===== src/rtl/execute_stage_buffer.sv =====
// Elastic decode-to-execute operand buffer: DEPTH-entry first-word-fall-through FIFO
// with valid/ready on both sides, flush, NOP bubble when empty and a saturating stall counter.
module execute_stage_buffer #(
  parameter int XLEN    = 32,
  parameter int CTRL_W  = 16,
  parameter int DEPTH   = 2,
  parameter int STALL_W = 16
) (
  input  logic                       clk,
  input  logic                       rst,
  input  logic                       flush,
  input  logic                       in_valid,
  output logic                       in_ready,
  input  logic [XLEN-1:0]            in_data1,
  input  logic [XLEN-1:0]            in_data2,
  input  logic [XLEN-1:0]            in_immediate_data,
  input  logic [CTRL_W-1:0]          in_control,
  input  logic                       in_compflg,
  input  logic [XLEN-1:0]            in_program_counter,
  output logic                       out_valid,
  input  logic                       out_ready,
  output logic [XLEN-1:0]            out_data1,
  output logic [XLEN-1:0]            out_data2,
  output logic [XLEN-1:0]            out_immediate_data,
  output logic [CTRL_W-1:0]          out_control,
  output logic                       out_compflg,
  output logic [XLEN-1:0]            out_program_counter,
  output logic [$clog2(DEPTH+1)-1:0] count,
  output logic [STALL_W-1:0]         stall_cycles
);

  localparam int CNT_W = $clog2(DEPTH + 1);
  localparam int PTR_W = (DEPTH > 1) ? $clog2(DEPTH) : 1;
  localparam int BUN_W = 4 * XLEN + CTRL_W + 1;

  logic [BUN_W-1:0] entry_p0 [DEPTH];
  logic [BUN_W-1:0] in_bundle;
  logic [BUN_W-1:0] head_bundle;
  logic [PTR_W-1:0] wr_ptr;
  logic [PTR_W-1:0] rd_ptr;
  logic             push;
  logic             pop;

  // Pointers wrap by explicit compare so DEPTH need not be a power of two.
  function automatic logic [PTR_W-1:0] ptr_next(input logic [PTR_W-1:0] p);
    logic [PTR_W-1:0] n;
    if (p == PTR_W'(DEPTH - 1)) n = '0;
    else                        n = p + 1'b1;
    return n;
  endfunction

  function automatic logic [STALL_W-1:0] sat_inc(input logic [STALL_W-1:0] v);
    logic [STALL_W-1:0] n;
    if (&v) n = v;
    else    n = v + 1'b1;
    return n;
  endfunction

  // in_ready depends only on occupancy, never on out_ready.
  assign in_ready  = (count < CNT_W'(DEPTH));
  assign out_valid = (count != '0);
  assign push      = in_valid && in_ready && !flush;
  assign pop       = out_valid && out_ready && !flush;

  assign in_bundle = {in_program_counter, in_data1, in_data2,
                      in_immediate_data, in_control, in_compflg};

  always_ff @(posedge clk) begin
    if (push) entry_p0[wr_ptr] <= in_bundle;
  end

  always_ff @(posedge clk) begin
    if (rst) begin
      count        <= '0;
      wr_ptr       <= '0;
      rd_ptr       <= '0;
      stall_cycles <= '0;
    end else begin
      if (in_valid && !in_ready) stall_cycles <= sat_inc(stall_cycles);
      if (flush) begin
        count  <= '0;
        wr_ptr <= '0;
        rd_ptr <= '0;
      end else begin
        if (push) wr_ptr <= ptr_next(wr_ptr);
        if (pop)  rd_ptr <= ptr_next(rd_ptr);
        case ({push, pop})
          2'b10:   count <= count + 1'b1;
          2'b01:   count <= count - 1'b1;
          default: count <= count;
        endcase
      end
    end
  end

  // An empty buffer presents an all-zero bundle, i.e. a NOP bubble.
  assign head_bundle = out_valid ? entry_p0[rd_ptr] : '0;
  assign {out_program_counter, out_data1, out_data2,
          out_immediate_data, out_control, out_compflg} = head_bundle;

endmodule


===== config.mk =====
export PLATFORM = sky130hd
export DESIGN_NAME = execute_stage_buffer
export DESIGN_NICKNAME = d
export VERILOG_FILES = /design/src/rtl/execute_stage_buffer.sv
export SDC_FILE = /design/constraint.sdc
export NUM_CORES = 1
export LEC_CHECK = 0
export CAP_MARGIN = 20
export CORE_ASPECT_RATIO = 0.6
export CORE_UTILIZATION = 49
export CTS_BUF_LIST = sky130_fd_sc_hd__clkbuf_16
export DETAILED_ROUTE_END_ITERATION = 7
export GPL_TIMING_DRIVEN = 1
export PLACE_DENSITY = 0.81
export REMOVE_ABC_BUFFERS = 1
export SYNTH_ARGS = -nofsm -noshare
export SYNTH_HDL_FRONTEND = slang
export SYNTH_SLANG_ARGS = --single-unit

===== constraint.sdc =====
create_clock -name clk -period 11.5 [get_ports clk]
set_input_delay 2.3 -clock clk [delete_from_list [all_inputs] [get_ports clk]]
set_output_delay 2.3 -clock clk [all_outputs]
set_load 0.1 [all_outputs]

== Word-level counts from Yosys, hierarchy flattened ==
Memories as Yosys holds them, arrays and structs flattened. A register that Yosys moved wholly into a read port is not among the register bits.
Cells that the tools add are included.
Operators by class
  add/subtract/negate cells: 5
  $mul: 0
  divide/modulo/power cells: 0
  magnitude comparators: 1
  eq/ne operators: 2
  shifts and indexed selects: 0
  muxes and demuxes: 8
  bitwise operators: 1
  reduce and logical (&&, ||, !) cells: 12
Operators with widths (number)
  $mux 145: 1
  $add 16x1->16 const B: 1
  $reduce_and 16->1: 1
  $mux 1: 6
  $logic_and 1x1->1: 5
  $pmux 2 s2: 1
  $reduce_bool 2->1: 2
  $add 1x1->1 const B: 2
  $add 2x1->2 const B: 1
  $eq 2x1->1 const B: 1
  $eq 2x2->1 const B: 1
  $logic_not 1->1: 2
  $lt 2x2->1 const B: 1
  $reduce_and 2->1: 1
  $reduce_or 2->1: 1
  $sub 2x1->2 const B: 1
  $not 1->1: 1
Word-level totals
  register bits: 20
  latch bits: 0
  memory bits (writable): 290
  memory bits (read-only): 0
  input bits: 150
  output and inout port bits: 165
  word-level logic and storage cells: 34
  memories: 1
Memory list
  entry_p0: words 2, width 145, rd ports 1, clocked after memory_dff 1, wr ports 1, line 36  | logic [BUN_W-1:0] entry_p0 [DEPTH];

== Depth between registers and ports, before layout ==
Gate-level depths: netlist (run 1).
  depth after elaboration: 5
  gate-level depth with buffers: 9
  depth with buffers taken out: 9

== Least setup slack after synthesis (run 1) ==
No wires, ideal clock.
  kind: input -> register
  start: in flush
  end: mem entry_p0[0][0] (netlist name), enable pin
  setup time: 0.652 ns
  arrival time: 8.540 ns
  required time: 10.848 ns
  slack: 2.308 ns
  cell stages on the path: 3
  buffers on the path: 0
  cell sequence: nor2_1 > nand2_1 > nor2_1
On the way
  cells in the longest elaborated chain, start to end: 4
Ends and longest elaborated chain
  from (decl): line 11  | input logic flush,
  $logic_not 1->1: line 62  | assign push = in_valid && in_ready && !flush;
  $logic_and 1x1->1: line 62
  $mux 1: line 69  | if (push) entry_p0[wr_ptr] <= in_bundle;
  $mux 1 (implied by the code): line 69
  to (decl): line 36
No other way between the ends.

==> summary by stage, run 1 <==
Outcome
The flow ran to the end, and the final reports show no timing, DRC or antenna violations.

Clocking
Clock tree synthesis selected as its root buffer the cell sky130_fd_sc_hd__clkbuf_16. The number of hold buffers added after CTS was 0. Clock tree synthesis inserted a total of 28 buffers. CTS built an H-tree with a depth of 1. The maximum number of buffers from clock root to sink is 3.

The number of setup buffers added after CTS is 0. The register clock-pin slew on the reported worst setup and hold paths is 0.07 ns. CTS saw 311 sinks. Once the clock tree was built, the resizer swapped 0 gates to a different size. The later pin in the worst-skew pair is clocked with a latency of 0.54 ns.

TritonCTS built the clock tree.

Worst setup path
The critical path goes through buf_4, mux2i_1, nor2_1, clkdlybuf4s50_1. The slowest stage of the critical path belongs to the cell sky130_fd_sc_hd__clkdlybuf4s50_1. The sum of buffers and inverters on the critical path is 2. The required time at the worst-slack endpoint is 9.20 ns. The maximum single-stage delay on the critical path is roughly 1.2 ns. STA classifies the critical path startpoint as a register. By startpoint and endpoint, the worst setup path is classified as register to primary output. The critical path data arrival time is 3.85 ns. Of all nets on the critical path, the largest fanout is 55. STA classifies the critical path endpoint as a primary output. The cell family contributing the most delay on the critical path is buffers and inverters.

Route
Wires add up to 27400 um. The routed via count divided by cell count is 5.27. In the routed design, unresolved DRC markers number 0.

The iteration-0 DRC count of the detailed router is 583. The routed via count is approximately 7300. The first detailed-routing pass took 5 iterations.

In this run the remaining antenna-violating nets after routing total 0. In the final routed layout, each cell accounts on average for 19.7 um.

Layout
The number of cells in the finished layout apart from fillers is 1392. In the layout the commonest cells are sky130_fd_sc_hd__clkdlybuf4s50_1, sky130_fd_sc_hd__edfxtp_1, sky130_fd_sc_hd__nor2_1. The total number of nets in the final design is 1204.

The ratio of cells with drive above 1 in the final layout is between 5 and 6%. Compared with the post-synthesis result, the final layout area differs by 37.1%. The most frequent standard cell in the layout excluding fill and tap cells is sky130_fd_sc_hd__clkdlybuf4s50_1.

STA
The total of endpoints with negative setup slack in the final report is 0. The final-report max-slew violation count is 0. At the pin with the least slew margin, the transition time is 1.07 ns.

Setup repair after global routing left no endpoint under its margin. The worst slew margin relative to its limit is between 20% and 30%. The minimum clock period is ~6 ns. Setup total negative slack on the finished layout was measured at 0 ns. The clock skew is roughly 0.019 ns. The count of final hold-check violations is 0. The part of the cycle the worst path needs is 53.4%. The maximum achievable frequency is about 160 MHz.

Synthesis
The synthesized area divided by synthesized cell count is 16.1 um^2. Ranked by total cell area, the synthesized netlist is headed by sky130_fd_sc_hd__edfxtp_1, sky130_fd_sc_hd__mux2i_1, sky130_fd_sc_hd__nor2_1. The gate count of the mapped netlist is 737.

The flip-flop and latch count after synthesis is 311. The biggest area contributor in the post-synthesis netlist is sky130_fd_sc_hd__edfxtp_1. The area share of the largest cell type after synthesis is 73.2%. In the synthesized netlist the dominant register cell turns out to be sky130_fd_sc_hd__edfxtp_1. In the synthesized netlist the async set-or-reset flop fraction comes to 0%. Summing the sequential cell areas from Yosys gives between 70 and 80% of the chip area. For this run, the number of Yosys warnings is 0.

The synthesized netlist occupies a cell area of ~12000 um^2. Yosys mapped a number of flops with a built-in enable equal to a little under 300. Yosys mapped the design onto 38 distinct sky130hd cell types.

Die
Once the floorplan was initialized, standard cells occupied 50.7% of the core. The die extent in y is ~120 um. The site row count is 43. In this run the horizontal extent of the chip is 203 um. The floorplan step defined a die boundary enclosing 24900 um^2. After floorplanning, the core was sized to cover 23500 um^2. The number of primary I/O pins is 315.

Global routing
The first global-routing pass estimated between 40000 and 50000 um of wire. The number of antenna violations at the first check in global routing was 2. The pin count of the biggest net entering global routing is 146.

The total overflow left after global routing is 0. The number of global-route vias before repair is 7190. Global routing used 21.7% of the available tracks.

Min path
The worst hold path class is register to register.

Placed design
Input and output buffers added on the ports amount to between 300 and 400. The weighted congestion at the end of routability-driven global placement is 0.852. Once detailed placement completed, the half-perimeter wirelength came to 17500 um. The cell count after placement is 1337.

Power
The cell area power density is 151 nW/um^2. The worst-case vdd ir drop is 0.105 mV. Summed over all cells, the static leakage comes to about 5.1 nW.

Job
The tool flagged a number of max-cap violations equal to 0.
[routing by layer]
| layer | wire [um] | GRT usage (%) | vias up | part of all wire (%) |
|---|---|---|---|---|
| li1 | - | - | 3404 | - |
| met1 | 11300 | 28.7 | 3595 | 41 |
| met2 | 12900 | 34.3 | 306 | 47 |
| met3 | 2770 | 8.15 | 33 | 10 |
| met4 | 469 | 4.84 | 0 | 1.7 |
| met5 | 0 | 0 | - | 0 |
[worst paths after layout]
path | startpoint | end | slack, ns | cells after the start
worst max-delay path | register | out_data1[12] | 5.35 | 4
worst min-delay path | stall_cycles[13] | stall_cycles[13] | 0.52 | 2
worst max register to register | count[1] | count[1] | 9.14 | 10
worst min register to register | stall_cycles[13] | stall_cycles[13] | 0.52 | 2
[where the power goes]
part	internal, W	switching [W]
combinational	0.0000868	0.000178
sequential	0.00127	0.00000863
clock	0.000524	0.000399
total	0.00188	0.000585
[logic make-up after synthesis]
family | count (synthesis) | share of synthesized area (%)
flip-flops | 311 | 76.7
AND/OR/NAND/NOR | 205 | 7.47
multiplexers | 147 | 12.4
buffers and inverters | 40 | 1.48
AO/OA/AOI/OAI | 27 | 1.36
XOR/XNOR | 5 | 0.368
adder cells (fa/ha/maj) | 2 | 0.210
[final cells by class]
type	count	area, um^2
fillers	1600	7150
clock inverters	23	189
multi-input cells	386	2620
repair buffers	321	3230
inverters	4	15.0
well taps	315	394
diodes	3	7.51
clock buffers	29	726
flip-flops and latches	311	9130
[Yosys cell counts (2+ instances only)]
master	number
sky130_fd_sc_hd__o21ai_0	5
sky130_fd_sc_hd__dfxtp_1	21
sky130_fd_sc_hd__nand2_1	12
sky130_fd_sc_hd__nand4_1	5
sky130_fd_sc_hd__ha_1	2
sky130_fd_sc_hd__xor2_1	2
sky130_fd_sc_hd__buf_1	13
sky130_fd_sc_hd__or2_2	2
sky130_fd_sc_hd__or4_1	5
sky130_fd_sc_hd__nor2b_1	2
sky130_fd_sc_hd__xnor2_1	3
sky130_fd_sc_hd__nor4_1	3
sky130_fd_sc_hd__nor2_1	155
sky130_fd_sc_hd__nor3_1	8
sky130_fd_sc_hd__mux2i_1	145
sky130_fd_sc_hd__edfxtp_1	290
sky130_fd_sc_hd__nand3_1	3
sky130_fd_sc_hd__buf_4	2
sky130_fd_sc_hd__buf_2	5
sky130_fd_sc_hd__mux2_2	2
sky130_fd_sc_hd__inv_1	4
sky130_fd_sc_hd__clkbuf_1	14
sky130_fd_sc_hd__o31ai_1	6
sky130_fd_sc_hd__or3_1	3
sky130_fd_sc_hd__a21oi_1	12
[tightest hold or removal path: cells and delay by family (launching register included)]
kind            cells  cell delay, ns
compound gates      2            0.14
flops               1            0.35
[metrics by stage]
step	setup slack, ns	hold slack, ns	power (W)	util [%]	instance area, um^2
2_1_floorplan	1.55	0.520	0.00147	-	11700
3_3_place_gp	5.87	0.499	0.00156	65.5	15400
3_5_place_dp	5.88	0.503	0.00157	65.6	15400
4_1_cts	5.28	0.517	0.00249	69.5	16300
5_1_grt	5.13	0.545	0.00254	69.5	16300
6_report	5.35	0.523	0.00247	69.5	16300
[sequential cells by signal, indices dropped and copies added (netlist names), named ones only]
| name | cells |
|---|---|
| wr_ptr | 1 |
| rd_ptr | 1 |
| stall_cycles | 16 |
| entry_p0 | 290 |
| count | 2 |
(Power assumes the default switching activity.)
==> inputs of run 2 (changes only) <==
--- a/config.mk
+++ b/config.mk
@@ -7,11 +7,11 @@
 export LEC_CHECK = 0
 export CAP_MARGIN = 20
 export CORE_ASPECT_RATIO = 0.6
-export CORE_UTILIZATION = 49
+export CORE_UTILIZATION = 44
 export CTS_BUF_LIST = sky130_fd_sc_hd__clkbuf_16
 export DETAILED_ROUTE_END_ITERATION = 7
 export GPL_TIMING_DRIVEN = 1
-export PLACE_DENSITY = 0.81
+export PLACE_DENSITY = 0.76
 export REMOVE_ABC_BUFFERS = 1
 export SYNTH_ARGS = -nofsm -noshare
 export SYNTH_HDL_FRONTEND = slang
==> constraint.sdc (replaced) <==
create_clock -name clk -period 5.19 [get_ports clk]
set_input_delay 1.038 -clock clk [delete_from_list [all_inputs] [get_ports clk]]
set_output_delay 1.038 -clock clk [all_outputs]
set_load 0.1 [all_outputs]
==> summary by stage, run 2 (synthesis gave the netlist of run 1 again) <==
Die
In this run the core area contains 46 standard-cell rows. The die extent in y is 129 um. The die outline area is 27700 um^2. The floorplan die width is 214 um. The core region area is about 26000 um^2. The number of primary I/O pins is roughly 320. The initial core utilization is 44.9%.

Outcome
The run finished with clean final reports.

Worst setup path
The maximum single-stage delay on the critical path is ~1.2 ns. The maximum fanout along the worst path is 47. The cell type of the slowest stage on the worst timing path is sky130_fd_sc_hd__clkdlybuf4s50_1. Data on the critical path arrives at its endpoint at 3.29 ns.

The type of element launching the critical path is a register. The class of the most critical setup path is register to primary output. The signal on the critical path passes through buf_12, mux2i_1, nor2_1, clkdlybuf4s50_1.

For the worst setup path, the data required time is 4.15 ns. The kind of end point of the critical path is a primary output.

Route
In the routed design, unresolved DRC markers number 0. The routed via count is 7277. The detail-routed net length per standard cell is between 15 and 20 um. The total length of routed wires is 27100 um.

After detailed routing, the number of vias per cell comes to 5.05. The iteration-0 DRC count of the detailed router is 532. The number of routed nets with antenna violations is 0. The iteration count of the initial detailed-routing pass is 5.

Power
In this run the power density over the cells is roughly 340 nW/um^2. The net switching power figure is 0.00131 W. The reported leakage power is between 5 and 6 nW.

In this run, the clock network consumes 38.3% of the power. Of the total power, the share spent switching nets is 23.6%. The internal power is 0.00423 W. The design draws 0.00554 W. The part of the power in combinational logic is a little over a tenth. Across the VDD grid, the largest voltage drop is ~0.32 mV. The share of total power dissipated in sequential elements is 51.1%.

Clocking
CTS built an H-tree with a depth of 1. In this run, post-CTS repair resized a total of 0 instances. The master cell of the clock root buffer is sky130_fd_sc_hd__clkbuf_16. The number of hold buffers added after CTS was 0. The register clock-pin slew on the reported worst setup and hold paths is 0.06 ns. The insertion delay to the later sink of the worst-skew pair is around 0.55 ns. The total CTS buffers is 30. For this design, the sink count on the clock tree is 311. Once the clock tree was built, the setup fixing pass inserted 0 buffers. The TritonCTS clock tree is done. The maximum number of buffers from clock root to sink is 3.

STA
The count of final hold-check violations was 0. The clock skew is 0.0140 ns. Hold timing on the final database bottoms out at a slack of 0.516 ns. The minimum clock period is 4.33 ns. The transition time at the pin with the least slew margin is 1.08 ns. Static timing analysis puts the maximum clock frequency at 231 MHz.

The post-layout worst setup margin is 0.862 ns. The worst slew margin relative to its limit is 27.8%. The total of endpoints with negative setup slack in the final report is 0. The final-report max-slew violation count is 0. Setup repair after global routing left no endpoint under its margin.

The final critical path takes up between 80% and 90% of the cycle.

Global routing
The global-route track usage on met3 is under 10%. The total overflow left after global routing is 0. Entering global routing, the biggest net connects 147 pins. The global-route met1 utilization is 26.8%. In the global route stage, met2 resource usage came out at 28.8%. The number of global-route vias before repair is around 7100. The number of antenna violations at the first check in global routing is 2.

met2 is the most crowded layer. The global-route usage over all layers is 18.9%. The first global-routing pass estimated 40300 um of wire.

Layout
The library cell used most frequently in the layout, excluding fill and tap cells, is sky130_fd_sc_hd__clkdlybuf4s50_1. The register with the most flip-flops in the layout has 290 of them. At the end of the flow, the number of nets in the layout was 1209. At the end of the flow the core is filled with cells to 62.1%.

In the final layout, the registers with the most flip-flops are entry_p0: 290 flops, stall_cycles: 16 flops, count: 2 flops. The post-route netlist has 6.66% of its cells at a drive strength greater than 1. The top cell types in the final layout, fill and taps aside, are sky130_fd_sc_hd__clkdlybuf4s50_1, sky130_fd_sc_hd__edfxtp_1, sky130_fd_sc_hd__nor2_1. Ranked by flip-flop count, first place goes to entry_p0.

The fill cell instance count of the final layout is 1986. From synthesis to final layout, the design area changed by 38.1%.

Placed design
At the end of routability-driven placement, the weighted congestion stood at 0.810. After legalization and detailed placement, the total HPWL measured 17400 um. The setup slack after placement is 1.38 ns.

The quantity of I/O buffers inserted on ports is 314.

Job
Max-cap violations in this run came to 0.

Min path
In this run the worst hold path is classified as register to register.
## run 2: cell types whose count changed in the layout (fill, tap and decap cells not counted), moves of 2 or more
cell / previous run / this run
sky130_fd_sc_hd__inv_1: 11 / 8
sky130_fd_sc_hd__clkdlybuf4s50_1: 314 / 308
sky130_fd_sc_hd__diode_2: 3 / 1
sky130_fd_sc_hd__clkinv_1: 4 / 10
sky130_fd_sc_hd__buf_4: 4 / 12
sky130_fd_sc_hd__clkinv_4: 2 / 0
sky130_fd_sc_hd__clkbuf_16: 29 / 31
## run 2: worst max-delay path: cells and delay by family (launching register included)
| family | cells | cell delay (ns) |
|---|---|---|
| mux | 1 | 0.11 |
| flops | 1 | 0.89 |
| simple gates | 1 | 0.13 |
| buf+inv | 2 | 1.53 |
## run 2: path summary, 6_finish.rpt
check	from	end	slack, ns	cells after the start
max	register	out_data1[24]	0.86	4
min	stall_cycles[6]	stall_cycles[6]	0.52	2
max reg2reg	stall_cycles[7]	stall_cycles[9]	2.99	4
min reg2reg	stall_cycles[6]	stall_cycles[6]	0.52	2
## run 2: final cells by class
type                       instances  area, um^2  share of cell area [%]
sequential                       311        9130                    55.6
timing repair buffer             324        3250                    19.8
multi-input combinational        386        2620                    15.9
clock buffer                      31         776                    4.72
tap                              360         450                    2.74
clock inverter                    25         189                    1.15
inverter                           4        15.0                  0.0914
antenna                            1        2.50                  0.0152
## run 2: through the flow
step / std cells / cell area [um^2] / TNS, ns
after floorplan: 701 / 11700 / -1319.31
final: 1442 / 16400 / 0
after CTS: 1441 / 16400 / 0
after detailed placement: 1385 / 15500 / 0
after global placement: 1385 / 15500 / 0
after global routing: 1441 / 16400 / 0
## run 2: power groups by stage
stage          combinational (W)  clock (W)  sequential, W
2_1_floorplan           0.000347          0        0.00290
6_report                0.000585    0.00212        0.00283
3_5_place_dp            0.000587          0        0.00289
3_3_place_gp            0.000579          0        0.00288
5_1_grt                 0.000610    0.00228        0.00284
4_1_cts                 0.000589    0.00218        0.00283
## run 2: per-layer routing
metal | vias to the layer above | share of wire, %
met5 | - | 0.048
met4 | 2 | 1.5
met3 | 37 | 8.1
met2 | 252 | 45
met1 | 3580 | 45
li1 | 3406 | -
==> inputs of run 3 (changes only) <==
--- a/config.mk
+++ b/config.mk
@@ -7,11 +7,11 @@
 export LEC_CHECK = 0
 export CAP_MARGIN = 20
 export CORE_ASPECT_RATIO = 0.6
-export CORE_UTILIZATION = 44
+export CORE_UTILIZATION = 49
 export CTS_BUF_LIST = sky130_fd_sc_hd__clkbuf_16
 export DETAILED_ROUTE_END_ITERATION = 7
 export GPL_TIMING_DRIVEN = 1
-export PLACE_DENSITY = 0.76
+export PLACE_DENSITY = 0.81
 export REMOVE_ABC_BUFFERS = 1
 export SYNTH_ARGS = -nofsm -noshare
 export SYNTH_HDL_FRONTEND = slang
==> constraint.sdc (replaced) <==
create_clock -name clk -period 4.37 [get_ports clk]
set_input_delay 0.874 -clock clk [delete_from_list [all_inputs] [get_ports clk]]
set_output_delay 0.874 -clock clk [all_outputs]
set_load 0.1 [all_outputs]
==> summary by stage, run 3 (synthesis gave the netlist of run 1 again) <==
Job
The number of maximum-capacitance violations is 0.

Clocking
The maximum number of buffers from clock root to sink is 3. Clock-pin slew was measured on the worst setup and hold paths at ~0.07 ns. The number of H-tree levels is 1. The number of hold buffers added after CTS was 0. Clock tree synthesis selected as its root buffer the cell sky130_fd_sc_hd__clkbuf_16. The total CTS buffers is 28. Once the clock tree was built, the setup fixing pass inserted 0 buffers. For the worst-skew pair, the clock arrives at the later sink with an insertion delay of 0.54 ns. The number of cells upsized or downsized after cts is 0. For this design, the sink count on the clock tree is 311.

TritonCTS built the clock tree.

STA
The minimum clock period is around 3.3 ns. The transition time at the pin with the least slew margin is 0.983 ns. The total of endpoints with negative setup slack in the final report is 0. For the final routed database, the setup TNS stands at 0 ns. The part of the cycle the worst path needs is 76.3%.

The post-layout worst setup margin is 1.03 ns. The clock skew is 0.0160 ns. The worst pin sits at a relative slew slack of 34.2%.

The final-report max-slew violation count is 0. Setup repair after global routing left no endpoint under its margin. The maximum achievable frequency is ~300 MHz.

The count of final hold-check violations was 0.

Global routing
The wire length of the first global-routing pass is 39700 um. The number of antenna violations at the first check in global routing was 4. In the global route stage, overall resource usage came out at between 20% and 30%. The number of global-route vias before repair is 7104. Entering global routing, the biggest net connects ~150 pins. For met3 alone, demand over resource in global routing was 8.15%.

Global routing finished with a remaining overflow of 0. met2 is the most crowded layer. Global routing consumed, on the met1 layer, 27.5% of the routing resources. Global routing used 33.6% of the available met2 tracks.

Placed design
Detailed placement finished with a half-perimeter wire length of 17300 um. The congestion estimate from routability-driven global placement came to around 0.79. The quantity of I/O buffers inserted on ports is 314. The setup slack after placement is 1.50 ns.

Worst setup path
Data on the critical path is required at its endpoint by 3.50 ns. The worst register-to-register path has a setup slack of 2.14 ns. The cell type of the slowest stage on the worst timing path is sky130_fd_sc_hd__dfxtp_4. The type of element launching the critical path is a register. The class of the most critical setup path is register to primary output. The maximum single-stage delay on the critical path is roughly 0.75 ns. STA classifies the critical path endpoint as a primary output.

The critical path data arrival time is 2.46 ns. The maximum fanout along the worst path is 59. The signal on the critical path passes through buf_12, mux2i_1, nor2_1, buf_4.

Layout
The largest registers in the layout are entry_p0: 290 flops, stall_cycles: 16 flops, count: 2 flops. In the layout the commonest cells are sky130_fd_sc_hd__edfxtp_1, sky130_fd_sc_hd__clkdlybuf4s50_1, sky130_fd_sc_hd__nor2_1. The fill cell instance count of the final layout is 1658. More flip-flops sit in one register than any other, and that register is entry_p0. For this run, the post-layout net count is 1204. The area overhead of the layout relative to synthesis is 34.2%. The library cell used most frequently in the layout, excluding fill and tap cells, is sky130_fd_sc_hd__edfxtp_1. The ratio of cells with drive above 1 in the final layout is 19.1%.

The flip-flop count of the largest register, all copies and words added is 290.

Min path
The worst hold path class is register to register.

Route
After the first detailed-routing iteration, the DRC count stood at 451. The routed via count is 7269. The iteration count of the initial detailed-routing pass is 4. The number of routed nets with antenna violations is 0. The detailed-route DRC error count is 0.

The total length of routed wires is 26800 um. The detail-routed net length per standard cell is 19.3 um. The routed via count divided by cell count is 5.23.

Die
The floorplan has 43 rows. The floorplan step defined a core boundary enclosing 23500 um^2. 315 I/O pins were placed. The die is 123 um tall. The die covers approximately 25000 um^2. The initial core utilization is 50.7%. In this run the horizontal extent of the chip is 203 um.

Power
The cell area power density is roughly 400 nW/um^2. The worst-case vdd ir drop is 0.301 mV. The reported leakage power is 5.41 nW.

Outcome
The run finished with clean final reports.
==> run 3: cell count changes in the layout (fill, tap and decap cells not counted) <==
| cell | delta |
|---|---|
| sky130_fd_sc_hd__buf_12 | +1 |
| sky130_fd_sc_hd__buf_4 | +135 |
| sky130_fd_sc_hd__clkbuf_16 | -2 |
| sky130_fd_sc_hd__clkdlybuf4s50_1 | -139 |
| sky130_fd_sc_hd__clkinv_1 | -2 |
| sky130_fd_sc_hd__clkinv_2 | -3 |
| sky130_fd_sc_hd__clkinv_4 | +1 |
| sky130_fd_sc_hd__clkinvlp_4 | +1 |
==> run 3: routing by layer <==
layer  part of all wire (%)  wire, um
met1                     41     11000
met2                     46     12400
met3                     11      2870
met4                    1.7       456
met5                   0.15        41
==> run 3: worst max-delay path, delay by kind of cell (launching register included) <==
family,cells,cell delay (ns)
buffers and inverters,2,0.70
AND/OR/NAND/NOR,1,0.09
flip-flops,1,0.75
multiplexers,1,0.33
==> run 3: area by class of cell <==
class | instances | area, um^2 | area share [%]
Multi-Input combinational cell | 386 | 2620 | 16.4
Antenna cell | 1 | 2.50 | 0.0157
Tap cell | 315 | 394 | 2.47
Timing Repair Buffer | 321 | 2900 | 18.1
Clock inverter | 22 | 183 | 1.14
Sequential cell | 311 | 9130 | 57.2
Clock buffer | 29 | 726 | 4.55
Inverter | 4 | 15.0 | 0.0941
==> run 3: final timing paths <==
path | from | end | cells past startpoint
setup / recovery | register | out_data1[7] | 4
setup reg to reg | stall_cycles[4] | stall_cycles[9] | 4
hold / removal | stall_cycles[6] | stall_cycles[6] | 2
hold reg to reg | stall_cycles[6] | stall_cycles[6] | 2
==> run 3: through the flow <==
| stage | util (%) | instances | instance area, um^2 | power, W | hold WS [ns] |
|---|---|---|---|---|---|
| 6_report | 68.0 | 1389 | 16000 | 0.00646 | 0.531 |
| 5_1_grt | 68.0 | 1389 | 16000 | 0.00666 | 0.545 |
| 4_1_cts | 68.0 | 1388 | 16000 | 0.00652 | 0.519 |
| 3_5_place_dp | 64.2 | 1337 | 15100 | 0.00411 | 0.507 |
| 3_3_place_gp | 64.2 | 1337 | 15100 | 0.00410 | 0.507 |
| 2_1_floorplan | - | 701 | 11700 | 0.00386 | 0.520 |
==> run 3: power by group <==
group          internal (W)  total [W]  leakage, nW  switching, W
Combinational      0.000214   0.000684         2.12      0.000470
Sequential          0.00334    0.00336         2.83     0.0000203
Clock               0.00138    0.00241        0.454       0.00104
Total               0.00493    0.00646         5.41       0.00153
